<file path="config.mk">
export PLATFORM = sky130hd
export DESIGN_NAME = mul_dot_ctrl
export DESIGN_NICKNAME = d
export VERILOG_FILES = /design/src/rtl/mul_pkg.sv /design/src/rtl/mul_dot_acc.sv /design/src/rtl/mul_dot_ctrl.sv
export SDC_FILE = /design/constraint.sdc
export NUM_CORES = 1
export LEC_CHECK = 0
export CAP_MARGIN = 20
export CORE_ASPECT_RATIO = 1.75
export CORE_MARGIN = 2
export CORE_UTILIZATION = 40
export CTS_BUF_LIST = sky130_fd_sc_hd__clkbuf_2 sky130_fd_sc_hd__clkbuf_4 sky130_fd_sc_hd__clkbuf_8
export DETAILED_ROUTE_END_ITERATION = 10
export PLACE_DENSITY = 0.78
export REMOVE_ABC_BUFFERS = 1
export SETUP_SLACK_MARGIN = 0.02
export SYNTH_ARGS = -nofsm -noshare
export SYNTH_HDL_FRONTEND = slang
export SYNTH_HIERARCHICAL = 1
export SYNTH_SLANG_ARGS = --single-unit
</file>
<file path="constraint.sdc">
create_clock -name clk -period 2 [get_ports clk]
set_clock_uncertainty 0.15 [all_clocks]
set_input_delay 0.6 -clock clk [delete_from_list [all_inputs] [get_ports clk]]
set_output_delay 0.6 -clock clk [all_outputs]
set_load 0.05 [all_outputs]
</file>
<file path="src/rtl/mul_pkg.sv">
// Shared definitions for the mul_dot sequencer: FSM state encoding, default
// operand widths and the run-counter width helper.
package mul_pkg;

  typedef enum logic [1:0] {
    IDLE = 2'd0,
    RUN  = 2'd1,
    CAPT = 2'd2,
    DONE = 2'd3
  } state_t;

  localparam int A_W_DEF     = 4;
  localparam int B_W_DEF     = 4;
  localparam int P_W_DEF     = A_W_DEF + B_W_DEF;
  localparam int MUL_LAT_DEF = 5;

  // run_cnt spans 0..lat-1; keep at least one bit for lat=1.
  function automatic int run_cnt_w(input int lat);
    return (lat < 2) ? 1 : $clog2(lat);
  endfunction

endpackage

</file>
<file path="src/rtl/mul_dot_acc.sv">
// Dot-product accumulator with sticky carry-out flag.
// MUL_DOT_SAT_EN: saturate to all ones on carry-out instead of wrapping.
module mul_dot_acc
  import mul_pkg::*;
#(
  parameter int P_W   = P_W_DEF,
  parameter int ACC_W = 10
) (
  input  logic             clk,
  input  logic             n_rst,
  input  logic             i_clr,
  input  logic             i_add_en,
  input  logic [P_W-1:0]   i_p,
  output logic [ACC_W-1:0] o_sum,
  output logic             o_ovf
);

  logic [ACC_W-1:0] r_acc;
  logic             r_ovf;
  logic [ACC_W:0]   w_sum;

  function automatic logic [ACC_W-1:0] acc_next(input logic [ACC_W:0] s);
`ifdef MUL_DOT_SAT_EN
    return s[ACC_W] ? {ACC_W{1'b1}} : s[ACC_W-1:0];
`else
    return s[ACC_W-1:0];
`endif
  endfunction

  // One spare bit above the accumulator catches the carry-out.
  assign w_sum = {1'b0, r_acc} + {{(ACC_W + 1 - P_W){1'b0}}, i_p};

  always_ff @(posedge clk) begin
    if (!n_rst || i_clr) begin
      r_acc <= '0;
      r_ovf <= 1'b0;
    end else if (i_add_en) begin
      r_acc <= acc_next(w_sum);
      if (w_sum[ACC_W]) r_ovf <= 1'b1;
    end
  end

  assign o_sum = r_acc;
  assign o_ovf = r_ovf;

endmodule

</file>
<file path="src/rtl/mul_dot_ctrl.sv">
// Sequencer around the shift_add multiplier: accepts operand pairs, runs the
// multiplier, accumulates N_TERMS products. MUL_DOT_SAT_EN selects saturation.
module mul_dot_ctrl
  import mul_pkg::*;
#(
  parameter int A_W     = A_W_DEF,
  parameter int B_W     = B_W_DEF,
  parameter int P_W     = P_W_DEF,
  parameter int ACC_W   = 10,
  parameter int MUL_LAT = MUL_LAT_DEF,
  parameter int N_TERMS = 4
) (
  input  logic             clk,
  input  logic             n_rst,
  input  logic             in_valid,
  output logic             in_ready,
  input  logic [A_W-1:0]   in_a,
  input  logic [B_W-1:0]   in_b,
  output logic             mul_start,
  output logic [A_W-1:0]   mul_a,
  output logic [B_W-1:0]   mul_b,
  input  logic [P_W-1:0]   mul_p,
  output logic             out_valid,
  input  logic             out_ready,
  output logic [ACC_W-1:0] out_sum,
  output logic             out_ovf
);

  localparam int RC_W = run_cnt_w(MUL_LAT);
  localparam int TC_W = $clog2(N_TERMS + 1);

  state_t          r_state;
  logic [RC_W-1:0] r_run_cnt;
  logic [TC_W-1:0] r_term_cnt;
  logic            r_mul_start;
  logic [A_W-1:0]  r_mul_a;
  logic [B_W-1:0]  r_mul_b;
  logic            r_out_valid;
  logic            w_add_en;
  logic            w_clr;

  assign in_ready = (r_state == IDLE);
  assign w_add_en = (r_state == CAPT);
  assign w_clr    = (r_state == DONE) && out_ready;

  always_ff @(posedge clk) begin
    if (!n_rst) begin
      r_state     <= IDLE;
      r_run_cnt   <= '0;
      r_term_cnt  <= '0;
      r_mul_start <= 1'b0;
      r_mul_a     <= '0;
      r_mul_b     <= '0;
      r_out_valid <= 1'b0;
    end else begin
      case (r_state)
        IDLE: begin
          if (in_valid) begin
            r_mul_a     <= in_a;
            r_mul_b     <= in_b;
            r_run_cnt   <= '0;
            r_mul_start <= 1'b1;
            r_state     <= RUN;
          end
        end
        RUN: begin
          if (r_run_cnt == RC_W'(MUL_LAT - 1)) begin
            r_mul_start <= 1'b0;
            r_state     <= CAPT;
          end else begin
            r_run_cnt <= r_run_cnt + RC_W'(1);
          end
        end
        CAPT: begin
          r_term_cnt <= r_term_cnt + TC_W'(1);
          if (r_term_cnt == TC_W'(N_TERMS - 1)) begin
            r_out_valid <= 1'b1;
            r_state     <= DONE;
          end else begin
            r_state <= IDLE;
          end
        end
        DONE: begin
          if (out_ready) begin
            r_out_valid <= 1'b0;
            r_term_cnt  <= '0;
            r_state     <= IDLE;
          end
        end
        default: r_state <= IDLE;
      endcase
    end
  end

  // The product is added on the CAPT cycle, after MUL_LAT cycles of start.
  mul_dot_acc #(
    .P_W  (P_W),
    .ACC_W(ACC_W)
  ) u_acc (
    .clk     (clk),
    .n_rst   (n_rst),
    .i_clr   (w_clr),
    .i_add_en(w_add_en),
    .i_p     (mul_p),
    .o_sum   (out_sum),
    .o_ovf   (out_ovf)
  );

  assign mul_start = r_mul_start;
  assign mul_a     = r_mul_a;
  assign mul_b     = r_mul_b;
  assign out_valid = r_out_valid;

endmodule
</file>
==> results.md, run 1 <==
- Post-route DRC violation count: 0
- Layout Utilization: 66.2%
- CP required: about 2.1 ns
- WS Path Type: in2reg
- Relative slew slack: 80.9%
- PwrDens: 584 mW/mm²
- TritonCTS buffer count: 5
- Synth Flop Type: dfxtp_1
- CTS root buf: clkbuf_8
- Achievable clock frequency: 517 MHz
- Die width: 53.7 µm
- Syn_area_per_cell: 8.95 µm²
- Global route overflow: 0
- Final setup fails: 0
- Vias/cell: between 5 and 6
- Worst skew pair latency: 0.29 ns
- Sequential fraction of the synthesis area: 33.6%
- Setup crit start kind: primary input
- Drt wl/cell: 14.2 µm
- Routability Congestion: 0.870
- FF-to-FF path depth: 6
- Final period util: 96.7%
- Worst-margin pin slew: 0.285 ns
- Clock Path Buffers: 2
- Dpl ws: -0.675 ns
- Layout cells sized above 1: 34.2%
- Drt initial violations: 45
- Final net count: 298
- Final Hold Vio Count: 0
- Syn Inst Count: 193
- Reg clk slew, reported paths: 0.06 ns
- Row Count: 31
- Max Cap Viol: 0
- EDFF count, synth: 0
- Worst Path Max Fanout: 6
- FF/Latch Area: 581 µm²
- Crit. End Element: flip-flop
- Min-Delay Path Depth: 2
- Status: finished clean
- Initial core utilization: between 40% and 50%
- Seq cells post-synth: 29
- DIE AREA: 0.00488 mm²
- Cts hold-fix bufs: 0
- LEAKAGE: approximately 0.0012 µW
- Ys async rst share: 0%
- CTS tree: yes
- Number of diodes: 0
- Final min period: 1.93 ns
- VDD IR-drop max: 463 µV
- Worst hold path class: reg2reg
- Core area: 0.00415 mm²
- Vias in the first global route: 1655
- WP data arrival: 2.01 ns
- Area growth syn-to-layout: 59.1%
- Total number of vias: roughly 1700
- Detail Route Antenna Nets: 0
- Number of port buffers: between 40 and 50
- I/O pins: 42
- Antenna violations before repair: 0
- RSZ-0062 raised after global routing: false
- Filler cells: about 330
- H-tree Lvls: 2
- Post-Syn Area: 0.00173 mm²
- First-pass GRT wire length: between 7000 and 8000 µm
- Clk sinks: 29
- Syn. warnings: 6
- First drt pass iteration count: 4
- Post-Route WL: 4470 µm
- Die Ht: slightly above 90 µm
- Synth cell types: 48
- All-layer global routing usage: 19.5%
- Pin count of the biggest net entering global routing: 18
- Setup ws final: 0.0668 ns
- Detailed placement HPWL: 3280 µm
- Area of the multi-input gates: 0.00122 mm²
- Hold WS: 0.327 ns
- Max Slew Vio Count: 0
## synth_stat cells (4+ instances only)
library cell / instances / area share, %
a21oi_1: 8 / 2.3
and3_1: 5 / 1.8
dfxtp_1: 29 / 34
ha_1: 12 / 8.7
inv_1: 8 / 1.7
mux2i_1: 12 / 7.0
nand2_1: 15 / 3.3
nand2b_1: 4 / 1.4
nand3_1: 9 / 2.6
nand3b_1: 7 / 3.0
nor2_1: 7 / 1.5
nor2b_1: 11 / 4.0
o21a_1: 4 / 1.7
o21ai_0: 5 / 1.4
## per-layer routing
layer  part of all wire (%)  global-route usage (%)  wire length, µm  vias to the layer above
li1                       -                       -                -                      833
met1                     36                    18.9             1630                      789
met2                     54                    35.9             2410                       67
met3                    5.1                    3.62              229                       17
met4                    4.5                    10.5              199                        0
met5                      0                       0                0                        -
## stage by stage
stage                     total power (µW)  instance area, µm²  setup TNS [ns]  cells
after detailed placement              1100                2500           -4.85    305
after CTS                             1600                2700               0    314
final                                 1610                2750               0    315
after global routing                  1670                2750               0    315
after floorplan                        885                1680          -0.833    184
after global placement                1100                2500           -4.42    305
## power by group
| part | total, µW | internal [µW] | leakage [µW] | switching (µW) |
|---|---|---|---|---|
| Sequential | 645 | 609 | 0.000236 | 35.6 |
| Clock | 476 | 240 | 0.0000439 | 237 |
| Combinational | 485 | 238 | 0.000886 | 247 |
| Total | 1610 | 1090 | 0.00117 | 520 |
## cells by family after synthesis
family	synth area share [%]
simple gates	25.3
flops	33.6
compound gates	18.2
fa+ha+maj	9.85
mux	6.95
xor+xnor	1.01
buf+inv	5.00
## sequential cells by signal (all words and copies together) (netlist names)
name / cells
mul_start: 1
out_valid: 1
r_state: 2
mul_b: 4
u_acc/o_sum: 10
mul_a: 4
r_term_cnt: 3
u_acc/o_ovf: 1
r_run_cnt: 3
## path summary, 6_finish.rpt
kind / slack, ns / from / end
hold reg to reg: 0.33 / r_term_cnt[1] / r_term_cnt[1]
setup / recovery: 0.07 / mul_p[4] / u_acc/o_sum[7]
setup reg to reg: 0.13 / u_acc/o_sum[1] / u_acc/o_sum[8]
hold / removal: 0.33 / r_term_cnt[1] / r_term_cnt[1]
## area by class of cell
| cell class | count | area share (%) |
|---|---|---|
| clock buffers | 5 | 2.50 |
| clock inverters | 3 | 0.637 |
| inverters | 9 | 1.23 |
| multi-input cells | 146 | 44.4 |
| flip-flops and latches | 29 | 21.1 |
| well taps | 49 | 2.23 |
| repair buffers | 74 | 27.9 |
## what timing repair did
| item | 4_1_cts | 5_1_grt |
|---|---|---|
| buffers inserted | 1 | 1 |
| pin swaps | 11 | 9 |
| setup endpoints to repair | 9 | 5 |
| gates resized for setup | 31 | 13 |
## critical path, stage by stage
cell and delay [ns]:
dlygate4sd2_1 0.26, ha_4 0.28, a21oi_4 0.18, o21ai_2 0.10, or4_1 0.49, nand3_1 0.10
## layout by cell type, fill, tap and decap left out, drive strengths merged, types with 4 or more instances in the layout
master,count
buf,56
dfxtp,29
nand2,15
mux2i,12
ha,12
nor2b,11
nand3,11
clkdlybuf4s50,9
a21oi,9
inv,9
o21ai,8
nor2,7
nand3b,7
clkbuf,6
and3,5
dlygate4sd2,5
o21a,4
nand2b,4
a31oi,4
Note: power is estimated with default switching activity, not from simulation.
==> run 2: changes to the inputs <==
--- a/config.mk
+++ b/config.mk
@@ -11,6 +11,7 @@
 export CORE_UTILIZATION = 40
 export CTS_BUF_LIST = sky130_fd_sc_hd__clkbuf_2 sky130_fd_sc_hd__clkbuf_4 sky130_fd_sc_hd__clkbuf_8
 export DETAILED_ROUTE_END_ITERATION = 10
+export MAX_ROUTING_LAYER = met4
 export PLACE_DENSITY = 0.78
 export REMOVE_ABC_BUFFERS = 1
 export SETUP_SLACK_MARGIN = 0.02
==> results.md, run 2 (synthesis gave the netlist of run 1 again) <==
- Final Hold Vio Count: 0 (unchanged)
- Antenna violations before repair: 0 (unchanged)
- Worst-margin pin slew: 0.290 ns (+0.00437 ns)
- Final setup fails: 0 (unchanged)
- Die width: 53.7 µm (unchanged)
- Most common cell after layout, fill and taps aside: buf_4
- LEAKAGE: 0.00118 µW (+1.1%)
- Final net count: 299 (+0.34%)
- All-layer global routing usage: 20.4% (+0.85 points)
- CTS tree: yes
- Global route overflow: 0 (unchanged)
- Max Cap Viol: 0 (unchanged)
- Initial core utilization: 41.6% (unchanged)
- Vias/cell: 5.36 (-1.0%)
- Status: finished clean
- Drt initial violations: 45 (unchanged)
- Relative slew slack: 80.6% (-0.29 points)
- Worst hold path class: reg2reg
- Layout cells sized above 1: 36.0% (+1.7 points)
- Layout Utilization: 66.6% (+0.36 points)
- Most frequent cells in the layout: buf_4, dfxtp_1, buf_12
- Max FFs per register: 10 (unchanged)
- DIE AREA: 0.00488 mm² (unchanged)
- Cts hold-fix bufs: 0 (unchanged)
- Drt wl/cell: 14.6 µm (+3.0%)
- Reg clk slew, reported paths: 0.06 ns (about the same)
- Core area: 0.00415 mm² (unchanged)
- Post-route DRC violation count: 0 (unchanged)
- Number of diodes: 0 (unchanged)
- M2 GR Usage: 36.2% (+0.30 points)
- I/O pins: 42 (unchanged)
- Pin count of the biggest net entering global routing: 13 (-5)
- VDD IR-drop max: 537 µV (+16%)
- Clock Path Buffers: 2 (unchanged)
- Setup crit start kind: primary input
- First drt pass iteration count: 4 (unchanged)
- First-pass GRT wire length: 7250 µm (+1.2%)
- Max Slew Vio Count: 0 (unchanged)
- Total number of vias: 1694 (-0.70%)
- Detail Route Antenna Nets: 0 (unchanged)
- H-tree Lvls: 2 (unchanged)
- Die Ht: 90.9 µm (unchanged)
- Routability Congestion: 0.894 (+2.8%)
- CP required: 2.02 ns (-0.06 ns)
- Worst skew pair latency: 0.29 ns (about the same)
- Clk sinks: 29 (unchanged)
- Filler cells: 330 (+1.2%)
- Setup ws final: 0.0454 ns (-0.0214 ns)
- Post-Route WL: 4620 µm (+3.3%)
- Achievable clock frequency: 512 MHz (-1.1%)
- Number of port buffers: 41 (unchanged)
- CTS root buf: clkbuf_8
- WS Path Type: in2reg
- Final instance area: 0.00276 mm² (+0.55%)
- Area growth syn-to-layout: 60.0%
- Met1 Use GR: 18.6% (-0.26 points)
- Final period util: 97.7% (+1.1 points)
- WP data arrival: 1.97 ns (-0.04 ns)
- RSZ-0062 raised after global routing: false
- Placed cell area: 0.00248 mm² (-0.60%)
- GRT busiest layer: met2
- Met3 Resource Use GR: 5.10% (+1.5 points)
- Detailed placement HPWL: 3220 µm (-1.8%)
- Final min period: 1.95 ns (+0.0214 ns)
- Vias in the first global route: 1675 (+1.2%)
- Worst Path Max Fanout: 4 (-2)
- PwrDens: 585 mW/mm² (+0.10%)
- Crit. End Element: flip-flop
- Setup_tns: 0 ns (unchanged)
- TritonCTS buffer count: 5 (unchanged)
- Dpl ws: -0.657 ns (+0.0179 ns)
- Row Count: 31 (unchanged)
run 2: power breakdown:
group | internal (µW) | switching, µW | total, µW
sequential | 610 | 35.7 | 645
clock | 254 | 228 | 482
combinational | 241 | 248 | 489
run 2: path summary, 6_finish.rpt:
check / start / endpoint / slack, ns / depth (start not counted)
max: mul_p[3] / u_acc/o_sum[9] / 0.05 / 6
min: r_term_cnt[1] / r_term_cnt[1] / 0.32 / 2
max reg2reg: u_acc/o_sum[0] / u_acc/o_sum[9] / 0.14 / 7
min reg2reg: r_term_cnt[1] / r_term_cnt[1] / 0.32 / 2
run 2: final cells by class:
type / instances / area [µm²] / area share (%)
clock buffers: 6 / 76.3 / 2.76
clock inverters: 2 / 10.0 / 0.362
inverters: 9 / 33.8 / 1.22
multi-input cells: 146 / 1230 / 44.5
flip-flops and latches: 29 / 581 / 21.0
well taps: 49 / 61.3 / 2.22
repair buffers: 75 / 771 / 27.9
run 2: through the flow:
| stage | power [µW] | hold slack (ns) | instances |
|---|---|---|---|
| after global placement | 1090 | 0.312 | 303 |
| final | 1620 | 0.323 | 316 |
| after global routing | 1700 | 0.367 | 316 |
| after CTS | 1610 | 0.325 | 316 |
| after floorplan | 885 | 0.300 | 184 |
| after detailed placement | 1100 | 0.316 | 303 |
run 2: critical path, cell delays in order:
cell and delay (ns):
dlygate4sd2_1 0.26, ha_4 0.29, nand2_4 0.06, a211oi_4 0.30
nor3_2 0.08, or3b_1 0.37
run 2: layer usage:
layer,up-vias,routed length (µm),share of wire (%)
met3,14,206,4.5
met1,791,1640,36
met2,54,2610,57
met5,-,0,0
met4,0,153,3.3
li1,835,-,-
run 2: timing repair:
item	CTS	global route
endpoints found under the setup margin	9	5
gates resized for setup	31	19
cloned	1	0
pin swaps	12	9
setup buffers	4	0
==> run 3: changes to the inputs <==
--- a/config.mk
+++ b/config.mk
@@ -9,7 +9,6 @@
 export CORE_ASPECT_RATIO = 1.75
 export CORE_MARGIN = 2
 export CORE_UTILIZATION = 40
-export CTS_BUF_LIST = sky130_fd_sc_hd__clkbuf_2 sky130_fd_sc_hd__clkbuf_4 sky130_fd_sc_hd__clkbuf_8
 export DETAILED_ROUTE_END_ITERATION = 10
 export MAX_ROUTING_LAYER = met4
 export PLACE_DENSITY = 0.78
==> results.md, run 3 (synthesis gave the netlist of run 1 again) <==
- Status: finished clean
- Switching share of power: 31.9% (+0.16 points)
- RSZ-0062 raised after global routing: false
- Reg-to-Reg End: u_acc/o_sum[9]
- Worst skew pair latency: 0.28 ns (about the same)
- Number of port buffers: 41 (unchanged)
- Placed cell area: 0.00248 mm² (unchanged)
- Antenna violations before repair: 0 (unchanged)
- FF-to-FF path depth: 7 (unchanged)
- Placed cells: 303 (unchanged)
- Crit path largest cell delay: 0.34 ns (-0.03 ns)
- FF-to-FF Start: u_acc/o_sum[0]
- Drt initial violations: 54 (+20%)
- Pin count of the biggest net entering global routing: 13 (unchanged)
- Area of the multi-input gates: 0.00123 mm² (-0.41%)
- Max Cap Viol: 0 (unchanged)
- Most common cell after layout, fill and taps aside: buf_4
- Final instance area: 0.00275 mm² (-0.45%)
- Relative slew slack: 80.0% (-0.59 points)
- All-layer global routing usage: 20.3% (-0.13 points)
- Worst Path Max Fanout: 12 (+8)
- Number of diodes: 0 (unchanged)
- Core area: 0.00415 mm² (unchanged)
- Post-Route WL: 4590 µm (-0.65%)
- Setup crit start kind: flip-flop
- P_sw: 510 µW (-0.55%)
- Worst-path cell chain: buf_4, nor2_1, buf_12
- Total number of vias: 1712 (+1.1%)
- CTS root buf: clkbuf_8
- VDD IR-drop max: 495 µV (-7.9%)
- Gate power share: 30.6% (+0.3 points)
- Internal Power: 1090 µW (-1.3%)
- Top delay family on crit path: buffers and inverters
- R2r setup slk: 0.14 ns (about the same)
- Final min period: 1.93 ns (-0.0262 ns)
- Max FFs per register: 10 (unchanged)
- Non-Filler Instances: 316 (unchanged)
- Die width: 53.7 µm (unchanged)
- H-tree Lvls: 2 (unchanged)
- Detailed placement HPWL: 3220 µm (unchanged)
- CTS tree: yes
- Global route overflow: 0 (unchanged)
- Worst Path Buf+Inv: 2 (+1)
- Clk sinks: 29 (unchanged)
- Final net count: 299 (unchanged)
- Min-Delay Path Depth: 2 (unchanged)
- Die Ht: 90.9 µm (unchanged)
- Vias in the first global route: 1680 (+0.30%)
- Clock Path Buffers: 2 (unchanged)
- HP Start: r_term_cnt[1]
- I/O pins: 42 (unchanged)
- FF/Latch Area: 581 µm² (unchanged)
- Final Hold Vio Count: 0 (unchanged)
- TritonCTS buffer count: 5 (unchanged)
- Row Count: 31 (unchanged)
- Sequential share of power: 40.3% (+0.4 points)
- Layout Utilization: 66.3% (-0.30 points)
- Cts hold-fix bufs: 0 (unchanged)
- PwrDens: 581 mW/mm² (-0.61%)
- Worst hold endpoint: r_term_cnt[1]
- Routability Congestion: 0.894 (unchanged)
- DIE AREA: 0.00488 mm² (unchanged)
- Post-route DRC violation count: 0 (unchanged)
- Final period util: 96.4% (-1.3 points)
- CP required: 1.25 ns (-0.77 ns)
- Area growth syn-to-layout: 59.2%
- Worst-margin pin slew: 0.295 ns (+0.00486 ns)
- Most frequent cells in the layout: buf_4, dfxtp_1, buf_12
- Filler cells: 336 (+1.8%)
- Worst hold path class: reg2reg
- Vias/cell: 5.42 (+1.1%)
- WS Path Type: reg2out
- Clock power share: 29.1% (-0.7 points)
- Max Slew Vio Count: 0 (unchanged)
- Achievable clock frequency: 519 MHz (+1.4%)
- Detail Route Antenna Nets: 0 (unchanged)
- Crit. End Element: primary output
- Slowest cell on crit path: dfxtp_1
- Drt wl/cell: 14.5 µm (-0.65%)
- First-pass GRT wire length: 7240 µm (-0.18%)
- WP data arrival: 1.18 ns (-0.79 ns)
- Layout cells sized above 1: 35.6% (-0.37 points)
- First drt pass iteration count: 4 (unchanged)
- Reg clk slew, reported paths: 0.06 ns (about the same)
- LEAKAGE: 0.00118 µW (-0.30%)
- Final setup fails: 0 (unchanged)
- Initial core utilization: 41.6% (unchanged)
[run 3: cell types whose count changed in the layout (fill, tap and decap cells not counted), sizes merged]
cell         change
clkbuf           +1
dlygate4sd2      -1
[run 3: worst max-delay path by stage]
stage,start,endpoint,cells after the start
after detailed placement,mul_p[0],u_acc/o_sum[8],8
after CTS,out_ready,u_acc/o_sum[5],8
after floorplan,u_acc/o_sum[0],u_acc/o_sum[8],7
after global placement,mul_p[0],u_acc/o_sum[8],8
after global routing,r_state[0],in_ready,3
final,r_state[0],in_ready,3
[run 3: routing by layer]
layer	wire length, µm	global-route usage (%)
met1	1600	18.6
met2	2610	36.1
met3	234	4.61
met4	139	10.7
met5	0	-
[run 3: metrics by stage]
stage               setup TNS, ns  setup slack (ns)  hold WS (ns)  total power [µW]
finish                          0            0.0716         0.323              1600
global route                    0            0.0238         0.363              1680
CTS                       -0.0208           -0.0153         0.325              1590
detailed placement          -4.73            -0.657         0.316              1100
global placement            -4.44            -0.602         0.312              1090
floorplan                  -0.833            -0.230         0.300               885
[run 3: layout make-up]
cell class	instances	area share, %
Timing Repair Buffer	75	27.9
Sequential cell	29	21.1
Tap cell	49	2.23
Clock buffer	6	2.64
Inverter	9	1.23
Clock inverter	2	0.364
Multi-Input combinational cell	146	44.6
[run 3: repair_timing]
item	4_1_cts	5_1_grt
buffers inserted	4	0
endpoints found under the setup margin	9	5
cloned	1	0
resized for setup	31	19
pin swaps	12	10
hold endpoints to repair	0	0
[run 3: tightest hold or removal path: stages, from the launching register on]
cell      delay [ns]
dfxtp_1         0.31
nand3_1         0.06
a21boi_1        0.05
[run 3: power by group through the flow]
stage | combinational [µW] | clock (µW) | sequential [µW]
floorplan | 148 | 0 | 737
global placement | 439 | 0 | 654
detailed placement | 443 | 0 | 655
CTS | 467 | 482 | 644
global route | 519 | 514 | 650
finish | 489 | 466 | 645
